[src/rtl/ras_pkg.sv]
`timescale 1ns/1ps
`default_nettype none
// ============================================================================
// Package     : ras_pkg
// Description : Shared widths, FSM encoding and helpers for reg_access_seq.
// Revision    : 1.0 - initial release
// ============================================================================
package ras_pkg;

    localparam int REG_SEL_W = 4;
    localparam int DATA_W    = 32;
    localparam int NUM_REGS  = 16;

    typedef enum logic [1:0] {
        ST_IDLE  = 2'd0,
        ST_STALL = 2'd1,
        ST_READ  = 2'd2,
        ST_HOLD  = 2'd3
    } ras_state_e;

    function automatic logic [NUM_REGS-1:0] sel_onehot(input logic [REG_SEL_W-1:0] sel);
        return NUM_REGS'(1) << sel;
    endfunction

endpackage
`default_nettype wire

[src/rtl/ras_scoreboard.sv]
`timescale 1ns/1ps
`default_nettype none
// ============================================================================
// Module      : ras_scoreboard
// Description : One pending bit per register; a set on the same edge as a
//               clear of the same register leaves the bit set.
// Revision    : 1.0 - initial release
// ============================================================================
module ras_scoreboard
    import ras_pkg::*;
(
    input  logic                 CLK,
    input  logic                 CLR,
    input  logic                 i_set_en,
    input  logic [REG_SEL_W-1:0] i_set_sel,
    input  logic                 i_clr_en,
    input  logic [REG_SEL_W-1:0] i_clr_sel,
    output logic [NUM_REGS-1:0]  o_pending
);

    logic [NUM_REGS-1:0] r_pending;
    logic [NUM_REGS-1:0] w_set_mask;
    logic [NUM_REGS-1:0] w_clr_mask;

    assign w_set_mask = i_set_en ? sel_onehot(i_set_sel) : '0;
    assign w_clr_mask = i_clr_en ? sel_onehot(i_clr_sel) : '0;

    // Clear applied first so a coincident set wins.
    always_ff @(posedge CLK or negedge CLR) begin
        if (!CLR) begin
            r_pending <= '0;
        end else begin
            r_pending <= (r_pending & ~w_clr_mask) | w_set_mask;
        end
    end

    assign o_pending = r_pending;

endmodule
`default_nettype wire

[src/rtl/reg_access_seq.sv]
`timescale 1ns/1ps
`default_nettype none
// ============================================================================
// Module      : reg_access_seq
// Description : Register-access sequencer: accepts a decoded instruction,
//               reads its two source operands and presents them to execute,
//               while driving the register-file write port from writeback.
//               Define REG_ACCESS_SEQ_HAZARD_EN to add the RAW scoreboard and
//               STALL handling.
// Revision    : 1.0 - initial release
// ============================================================================
module reg_access_seq
    import ras_pkg::*;
(
    input  logic                 CLK,
    input  logic                 CLR,
    input  logic                 IN_VALID,
    output logic                 IN_READY,
    input  logic [REG_SEL_W-1:0] IN_RN,
    input  logic [REG_SEL_W-1:0] IN_RM,
    input  logic [REG_SEL_W-1:0] IN_RD,
    input  logic                 IN_WB,
    output logic [REG_SEL_W-1:0] RA,
    output logic [REG_SEL_W-1:0] RB,
    input  logic [DATA_W-1:0]    RF_A,
    input  logic [DATA_W-1:0]    RF_B,
    output logic [REG_SEL_W-1:0] RC,
    output logic                 RFE,
    input  logic                 WB_VALID,
    input  logic [REG_SEL_W-1:0] WB_RD,
    output logic                 OUT_VALID,
    input  logic                 OUT_READY,
    output logic [DATA_W-1:0]    OUT_OPA,
    output logic [DATA_W-1:0]    OUT_OPB,
    output logic [REG_SEL_W-1:0] OUT_RD,
    output logic                 OUT_WB,
    output logic                 BUSY
);

    ras_state_e           r_state;
    ras_state_e           w_state_nxt;

    logic [REG_SEL_W-1:0] r_rn;
    logic [REG_SEL_W-1:0] r_rm;
    logic [REG_SEL_W-1:0] r_rd;
    logic                 r_wb;

    logic [DATA_W-1:0]    r_opa;
    logic [DATA_W-1:0]    r_opb;
    logic [REG_SEL_W-1:0] r_out_rd;
    logic                 r_out_wb;

    logic [REG_SEL_W-1:0] r_rc;
    logic                 r_rfe;

    logic                 w_accept;
    logic                 w_read_exit;
    logic                 w_hazard;
    logic                 w_srcs_clear;

    assign w_accept    = (r_state == ST_IDLE) & IN_VALID;
    assign w_read_exit = (r_state == ST_READ);

`ifdef REG_ACCESS_SEQ_HAZARD_EN
    logic [NUM_REGS-1:0]  w_pending;

    ras_scoreboard u_scoreboard (
        .CLK       (CLK),
        .CLR       (CLR),
        .i_set_en  (w_read_exit & r_wb),
        .i_set_sel (r_rd),
        .i_clr_en  (WB_VALID),
        .i_clr_sel (WB_RD),
        .o_pending (w_pending)
    );

    // Hazard decisions look only at the registered pending bits.
    assign w_hazard     = w_pending[IN_RN] | w_pending[IN_RM];
    assign w_srcs_clear = ~(w_pending[r_rn] | w_pending[r_rm]);
`else
    assign w_hazard     = 1'b0;
    assign w_srcs_clear = 1'b1;
`endif

    always_ff @(posedge CLK or negedge CLR) begin
        if (!CLR) begin
            r_state <= ST_IDLE;
        end else begin
            r_state <= w_state_nxt;
        end
    end

    always_comb begin
        w_state_nxt = r_state;
        IN_READY    = 1'b0;
        OUT_VALID   = 1'b0;
        BUSY        = 1'b1;
        case (r_state)
            ST_IDLE: begin
                IN_READY = 1'b1;
                BUSY     = 1'b0;
                if (IN_VALID) begin
                    w_state_nxt = w_hazard ? ST_STALL : ST_READ;
                end
            end
            ST_STALL: begin
                if (w_srcs_clear) begin
                    w_state_nxt = ST_READ;
                end
            end
            ST_READ: begin
                w_state_nxt = ST_HOLD;
            end
            ST_HOLD: begin
                OUT_VALID = 1'b1;
                if (OUT_READY) begin
                    w_state_nxt = ST_IDLE;
                end
            end
            default: begin
                w_state_nxt = ST_IDLE;
            end
        endcase
    end

    always_ff @(posedge CLK or negedge CLR) begin
        if (!CLR) begin
            r_rn <= '0;
            r_rm <= '0;
            r_rd <= '0;
            r_wb <= 1'b0;
        end else if (w_accept) begin
            r_rn <= IN_RN;
            r_rm <= IN_RM;
            r_rd <= IN_RD;
            r_wb <= IN_WB;
        end
    end

    // Operands are captured as READ exits and held through HOLD.
    always_ff @(posedge CLK or negedge CLR) begin
        if (!CLR) begin
            r_opa    <= '0;
            r_opb    <= '0;
            r_out_rd <= '0;
            r_out_wb <= 1'b0;
        end else if (w_read_exit) begin
            r_opa    <= RF_A;
            r_opb    <= RF_B;
            r_out_rd <= r_rd;
            r_out_wb <= r_wb;
        end
    end

    // Write port runs independently of the instruction FSM.
    always_ff @(posedge CLK or negedge CLR) begin
        if (!CLR) begin
            r_rc  <= '0;
            r_rfe <= 1'b1;
        end else begin
            r_rfe <= ~WB_VALID;
            if (WB_VALID) begin
                r_rc <= WB_RD;
            end
        end
    end

    assign RA      = r_rn;
    assign RB      = r_rm;
    assign RC      = r_rc;
    assign RFE     = r_rfe;
    assign OUT_OPA = r_opa;
    assign OUT_OPB = r_opb;
    assign OUT_RD  = r_out_rd;
    assign OUT_WB  = r_out_wb;

endmodule
`default_nettype wire
[config.mk]
export PLATFORM = sky130hd
export DESIGN_NAME = reg_access_seq
export DESIGN_NICKNAME = d
export VERILOG_FILES = /design/src/rtl/ras_pkg.sv /design/src/rtl/ras_scoreboard.sv /design/src/rtl/reg_access_seq.sv
export SDC_FILE = /design/constraint.sdc
export NUM_CORES = 1
export LEC_CHECK = 0
export ABC_CLOCK_PERIOD_IN_PS = 4300
export CAP_MARGIN = 20
export CORE_MARGIN = 2
export CORE_UTILIZATION = 43
export DETAILED_ROUTE_END_ITERATION = 10
export PLACE_DENSITY = 0.85
export SLEW_MARGIN = 20
export SYNTH_ARGS = -nofsm -noshare
export SYNTH_HDL_FRONTEND = slang
export SYNTH_SLANG_ARGS = --single-unit
[constraint.sdc]
create_clock -name CLK -period 4.3 [get_ports CLK]
set_clock_uncertainty 0.05 [all_clocks]
set_input_delay 0.86 -clock CLK [delete_from_list [all_inputs] [get_ports CLK]]
set_output_delay 0.86 -clock CLK [all_outputs]
set_load 0.005 [all_outputs]
[After elaboration in Yosys (flattened, before gate mapping)]
Index checks and enable logic that the tools add are counted.
Cells by class
  eq/ne operators: 5
  muxes and demuxes: 6
  bitwise gates (word level): 2
  reduce and logical (&&, ||, !) cells: 2
Operator list (count)
  $pmux W2 S4: 1
  $eq A2 B2 Y1 const B: 2
  $mux W2: 2
  $ne A2 B2 Y1 const B: 2
  $mux W1: 3
  $eq A2 B1 Y1 const B: 1
  $logic_not A2 Y1: 1
  $reduce_and A2 Y1: 1
  $and A1 B1 Y1: 1
  $not A1 Y1: 1
Word-level totals
  register bits after elaboration: 89
  output and inout bits: 85
  word-level logic and storage cells: 26

[Logic depth before layout (Yosys ltp)]
Gate-level depths: netlist (run 1).
  depth in word-level cells: 3
  depth in mapped cells: 5
  mapped depth without buffers: 2

[Least setup slack after synthesis (run 1)]
Ideal clock, no wire load.
  kind: in2reg
  start point: input port IN_VALID
  end point: register r_rn[0] (netlist: RA[0])
  arrival: 1691 ps
  slack: 2434 ps
  stages on the path: 3
  cells stage by stage: nor3b_2 buf_2 mux2_2
On the way
  word-level cells in the longest chain between the ends: 1
Ends and longest elaborated chain
  start, declared: RTL line reg_access_seq.sv:17  | input logic IN_VALID,
  $and A1 B1 Y1: RTL line reg_access_seq.sv:61  | assign w_accept = (r_state == ST_IDLE) & IN_VALID;
  end signal, assigned: RTL line reg_access_seq.sv:128  | r_rn <= '0;
  end signal, assigned: RTL line reg_access_seq.sv:133  | r_rn <= IN_RN;
  end, declared: RTL line reg_access_seq.sv:43  | logic [REG_SEL_W-1:0] r_rn;
Every way passes these cells.
A chain may end at the register's enable or synchronous reset.

[Worst setup path in the final report (run 1)]
  start point: register r_state[1]
  end point: output port IN_READY
On the way
  word-level cells in the longest chain between the ends: 2
Ends and longest elaborated chain
  start, declared: RTL line reg_access_seq.sv:40  | ras_state_e r_state;
  start signal, assigned: RTL line reg_access_seq.sv:89  | r_state <= w_state_nxt;
  $logic_not A2 Y1: RTL line reg_access_seq.sv:98  | case (r_state)
  $mux W1: RTL line reg_access_seq.sv:98
  end, declared: RTL line reg_access_seq.sv:18  | output logic IN_READY,
Every way passes these cells.

==> metrics.yaml, run 1 <==
vias: 2204
r2r_cells: 2
drt_iter0_drc: 44
grt_usage: 0.1738
min_period_ps: 2596
dieArea_sq_um: 8505
p_comb_frac: 0.454
fin_tns_setup_ps: 0
synth_seq_cells: 89
p_total_uw: 3878
routabilityCongestion: 0.6972
dp_slack_ps: 1561
holdPathEnd: "OUT_OPB[22]"
cts-htree-levels: 3
min_path_type: "reg -> reg"
clk_pin_slew_ps: 80
grt_pass1_vias: 2245
cts-resized-gates: 0
cp-start-kind: "flop"
area_delta_synth_final_pct: 60.41
seqPwrFrac: 0.377
crit_required_ps: 3390
power_switching_uw: 1025
setup_ws_ps: 1704
swShare: 0.2644
fmax_ghz: 0.3852
timing.rr.start: "r_state[0]"
syn_area_per_cell_sq_um: 17.43
fill_cells: 539
cts_setup_buffers: 0
io_pins: 171
nets: 451
rows: 32
clock-sinks: 89
holdPathStages: 1
insertedDiodeCount: 0
synth_area_leader_cell: "dfrtp_1"
start_util: 0.4377
viasPerCell: 4.669
hold_slack_ps: 455.5
vdd_drop_max_mv: 0.3687
cts_buffer_depth: 2
fin_crit_sh: 0.6037
p_int_uw: 2853
holdBufCountCts: 0
antenna_found_initial: 0
drt_first_pass_iters: 4
wirelength_microns: 7332
root_buffer: "clkbuf_8"
dp.cells: 456
synth_fp_nets: 278
syn-instance-count: 192
min-delay-start: "OUT_OPB[22]"
outcome: "finished, final reports clean"
portBuffers: 170
hold_viol_final: 0
dp_hpwl_microns: 5384
slew_headroom: 0.3353
gr-total-overflow: 0
slew_viol_final: 0
die_w_microns: 92.23
leakage_uw: 0.002260
setup.worst_path.end_class: "output port"
numCtsBuffers: 9
setup_viol: 0
path_class: "reg -> out"
grt_first_pass_wirelength_microns: 11380
grt_max_degree: 77
coreArea_sq_um: 7647
p_per_area_nw_per_um2: 722.3
die-height_microns: 92.23
reg2reg_to: "OUT_WB"
synth_top_area_share: 0.6579
critPathArrivalTime_ps: 1690
worst-r2r-setup-slack_ps: 2460
yosys.cell_types.count: 13
p_clk_frac: 0.169
postRouteAntennaNets: 0
worst_slew_pin_slew_ps: 997.1
final_cells: 472
rsz0062_at_grt: "no"
insertion_delay_ps: 340
path_max_fanout: 5
cts_tree: "done"
drive_above_1_share: 0.2919
synth-seq-area-share: 0.6658
drc: 0
synth.cell_area_sq_um: 3347
wl_per_cell_microns: 15.53
maxCapViolCount: 0
yosys-top-cells-area: "dfrtp_1 66%, mux2_2 26%, mux2_4 4.5%"
yosysWarnings: 0
worst max-delay path by stage:
stage,from,endpoint,slack (ps),cells past startpoint
6_report,r_state[1],IN_READY,1700,3
2_1_floorplan,IN_VALID,RA[0],2430,3
4_1_cts,r_state[1],IN_READY,1670,3
3_3_place_gp,IN_VALID,RA[0],1640,3
3_5_place_dp,IN_VALID,r_rd[0],1560,3
5_1_grt,r_state[1],IN_READY,1620,3
synth_stat cells:
cell type	n
and2_1	1
buf_2	7
dfstp_2	1
nor3b_2	1
buf_6	2
inv_1	2
a2bb2oi_1	1
mux2_4	10
dfrtp_1	88
nand2b_1	1
mux2_2	76
or2_2	1
a21boi_0	1
layout make-up:
class | count | area (sq um) | share of cell area
Sequential cell | 89 | 2228 | 0.4151
Timing Repair Buffer | 171 | 1707 | 0.3179
Multi-Input combinational cell | 92 | 1061 | 0.1976
Clock buffer | 11 | 151.4 | 0.02820
Tap cell | 102 | 127.6 | 0.02377
Clock inverter | 5 | 86.33 | 0.01608
Inverter | 2 | 7.507 | 0.001398
through the flow:
step | utilization | area, sq um
after detailed placement | 0.6710 | 5131
after CTS | 0.7021 | 5369
after global routing | 0.7021 | 5369
final | 0.7021 | 5369
after global placement | 0.6710 | 5131
after floorplan | - | 3347
kinds of logic (layout without fill, tap and decap cells):
| group | Yosys count | count (layout) | share of synthesized area |
|---|---|---|---|
| simple gates | 4 | 4 | 0.009349 |
| flops | 89 | 89 | 0.6658 |
| mux | 86 | 86 | 0.3006 |
| buf+inv | 11 | 189 | 0.01944 |
| compound gates | 2 | 2 | 0.004861 |
registers in the layout (all words and copies together) (netlist names):
register  cells
OUT_OPA      32
OUT_OPB      32
OUT_RD        4
RA            4
RB            4
RC            4
r_rd          4
r_state       2
OUT_WB        1
RFE           1
r_wb          1
layout by cell type, fill, tap and decap left out, drive strengths merged, types with 2 or more instances in the layout:
cell type	synthesis	final
clkdlybuf4s50	0	169
dfrtp	88	88
mux2	86	86
clkbuf	0	11
inv	2	3
bufinv	0	2
clkinv	0	2
buf	9	2
per-layer routing:
layer,GRT usage,part of all wire
met1,0.2105,0.40
met2,0.2960,0.51
met3,0.04684,0.075
met4,0.06841,0.013
met5,0,0
power groups by stage:
stage                     Sequential, uW  Combinational [uW]  Clock, uW
after floorplan                     1490                 773          0
after global placement              1450                1740          0
after detailed placement            1480                1790          0
after CTS                           1460                1790        672
after global routing                1510                1880        704
final                               1460                1760        655
worst max-delay path: stages, from the launching register on:
cell             delay [ps]
dfrtp_1                 440
or2_2                   330
inv_1                    60
clkdlybuf4s50_1         520
(Power assumes the default switching activity.)
==> run 2, diff against run 1 <==
- ABC_CLOCK_PERIOD_IN_PS: 4300 -> 2480
- CORE_UTILIZATION: 43 -> 40
- PLACE_DENSITY: 0.85 -> 0.8
- clock period: 4.3 -> 2.48 ns (I/O delays scaled with it)
==> metrics.yaml, run 2 (synthesis gave the netlist of run 1 again) <==
vdd_drop_max_mv: 0.6087
holdBufCountCts: 0
fin_crit_sh: 0.8955
grt_first_pass_wirelength_microns: 11460
slew_headroom: 0.5982
coreArea_sq_um: 8175
gr-total-overflow: 0
register_area_sq_um: 2228
fmax_ghz: 0.4503
viasPerCell: 4.695
grt_max_degree: 47
cts-resized-gates: 0
drt_first_pass_iters: 4
reg2reg_to: "OUT_OPA[3]"
worst-r2r-setup-slack_ps: 850
outcome: "finished, final reports clean"
path_max_fanout: 5
cts_tree: "done"
clk_pin_slew_ps: 90
setup_viol: 0
rows: 33
drc: 0
slew_viol_final: 0
clock-sinks: 89
use_met1: 0.1929
grt_usage: 0.1656
numCtsBuffers: 9
globalRouteMet2Util: 0.2887
timing.rr.start: "r_state[0]"
cts-htree-levels: 3
vias: 2244
die-height_microns: 95.48
multi_input_area_sq_um: 1061
start_util: 0.4094
path_class: "reg -> out"
wirelength_microns: 7603
cp-start-kind: "flop"
crit_path_end: "IN_READY"
maxCapViolCount: 0
cts_setup_buffers: 0
p_total_uw: 6896
antenna_found_initial: 0
setup_ws_ps: 259.2
dieArea_sq_um: 9115
dp.cells: 462
fin_tns_setup_ps: 0
use_met3: 0.05217
insertedDiodeCount: 0
post-route-util: 0.6656
fill_cells: 600
cts_buffer_depth: 2
top_usage_layer: "met2"
crit_required_ps: 1930
routabilityCongestion: 0.7238
rsz0062_at_grt: "no"
dp_hpwl_microns: 5701
insertion_delay_ps: 330
grt_pass1_vias: 2368
min_path_type: "in -> async"
postRouteAntennaNets: 0
leakage_uw: 0.002288
p_per_area_nw_per_um2: 1267
setup.worst_path.end_class: "output port"
crit_start: "r_state[1]"
wl_per_cell_microns: 15.91
drt_iter0_drc: 18
io_pins: 171
dp_slack_ps: 571.5
final_cells: 478
drive_above_1_share: 0.2922
die_w_microns: 95.48
root_buffer: "clkbuf_8"
min_period_ps: 2221
hold_viol_final: 0
nets: 454
portBuffers: 170
final_common_cell: "clkdlybuf4s50_1"
layout_common_cells: "169 x clkdlybuf4s50_1, 88 x dfrtp_1, 76 x mux2_2"
worst_slew_pin_slew_ps: 602.7
critPathArrivalTime_ps: 1670
area_delta_synth_final_pct: 62.58
r2r_cells: 3
-- run 2: changes by cell type in the layout (fill, tap and decap cells not counted) --
cell	delta
buf_4	+1
clkinvlp_4	+1
clkinv_4	-2
clkbuf_8	-2
clkbuf_1	+2
buf_12	+2
bufinv_16	+2
inv_6	-1
-- run 2: area by class of cell --
type	instances	share of cell area
Sequential cell	89	0.4095
Clock buffer	11	0.02414
Inverter	2	0.001380
Multi-Input combinational cell	92	0.1950
Timing Repair Buffer	174	0.3224
Clock inverter	5	0.02345
Tap cell	105	0.02414
-- run 2: worst min path at each step --
stage / depth (start not counted) / to / slack, ps
final: 1 / OUT_OPA[27] / 100
after CTS: 1 / OUT_OPA[27] / 120
after global routing: 1 / OUT_OPA[21] / 130
after global placement: 1 / OUT_OPB[5] / 440
after detailed placement: 1 / OUT_OPB[28] / 440
after floorplan: 0 / OUT_OPA[0] / 150
-- run 2: per-stage QoR --
stage | hold WS, ps | area, sq um
floorplan | 150.4 | 3347
global placement | 435.4 | 5182
detailed placement | 441.9 | 5182
CTS | 116.6 | 5441
global route | 131.9 | 5441
finish | 98.35 | 5441
-- run 2: worst max-delay path, stage by stage, from the launching register on --
cell and delay (ps):
dfrtp_1 460, or2_2 340, inv_1 60, clkdlybuf4s50_1 490
-- run 2: report_power, final --
group | switching (uW) | internal (uW) | leakage (uW)
registers | 366 | 2170 | 0.00104
logic | 921 | 2170 | 0.00112
clock network | 490 | 773 | 0.000124
total | 1780 | 5120 | 0.00229
-- run 2: metal layers --
metal | part of all wire | vias up
li1 | - | 1020
met1 | 0.40 | 1123
met2 | 0.50 | 93
met3 | 0.091 | 8
met4 | 0.011 | 0
met5 | 0 | -
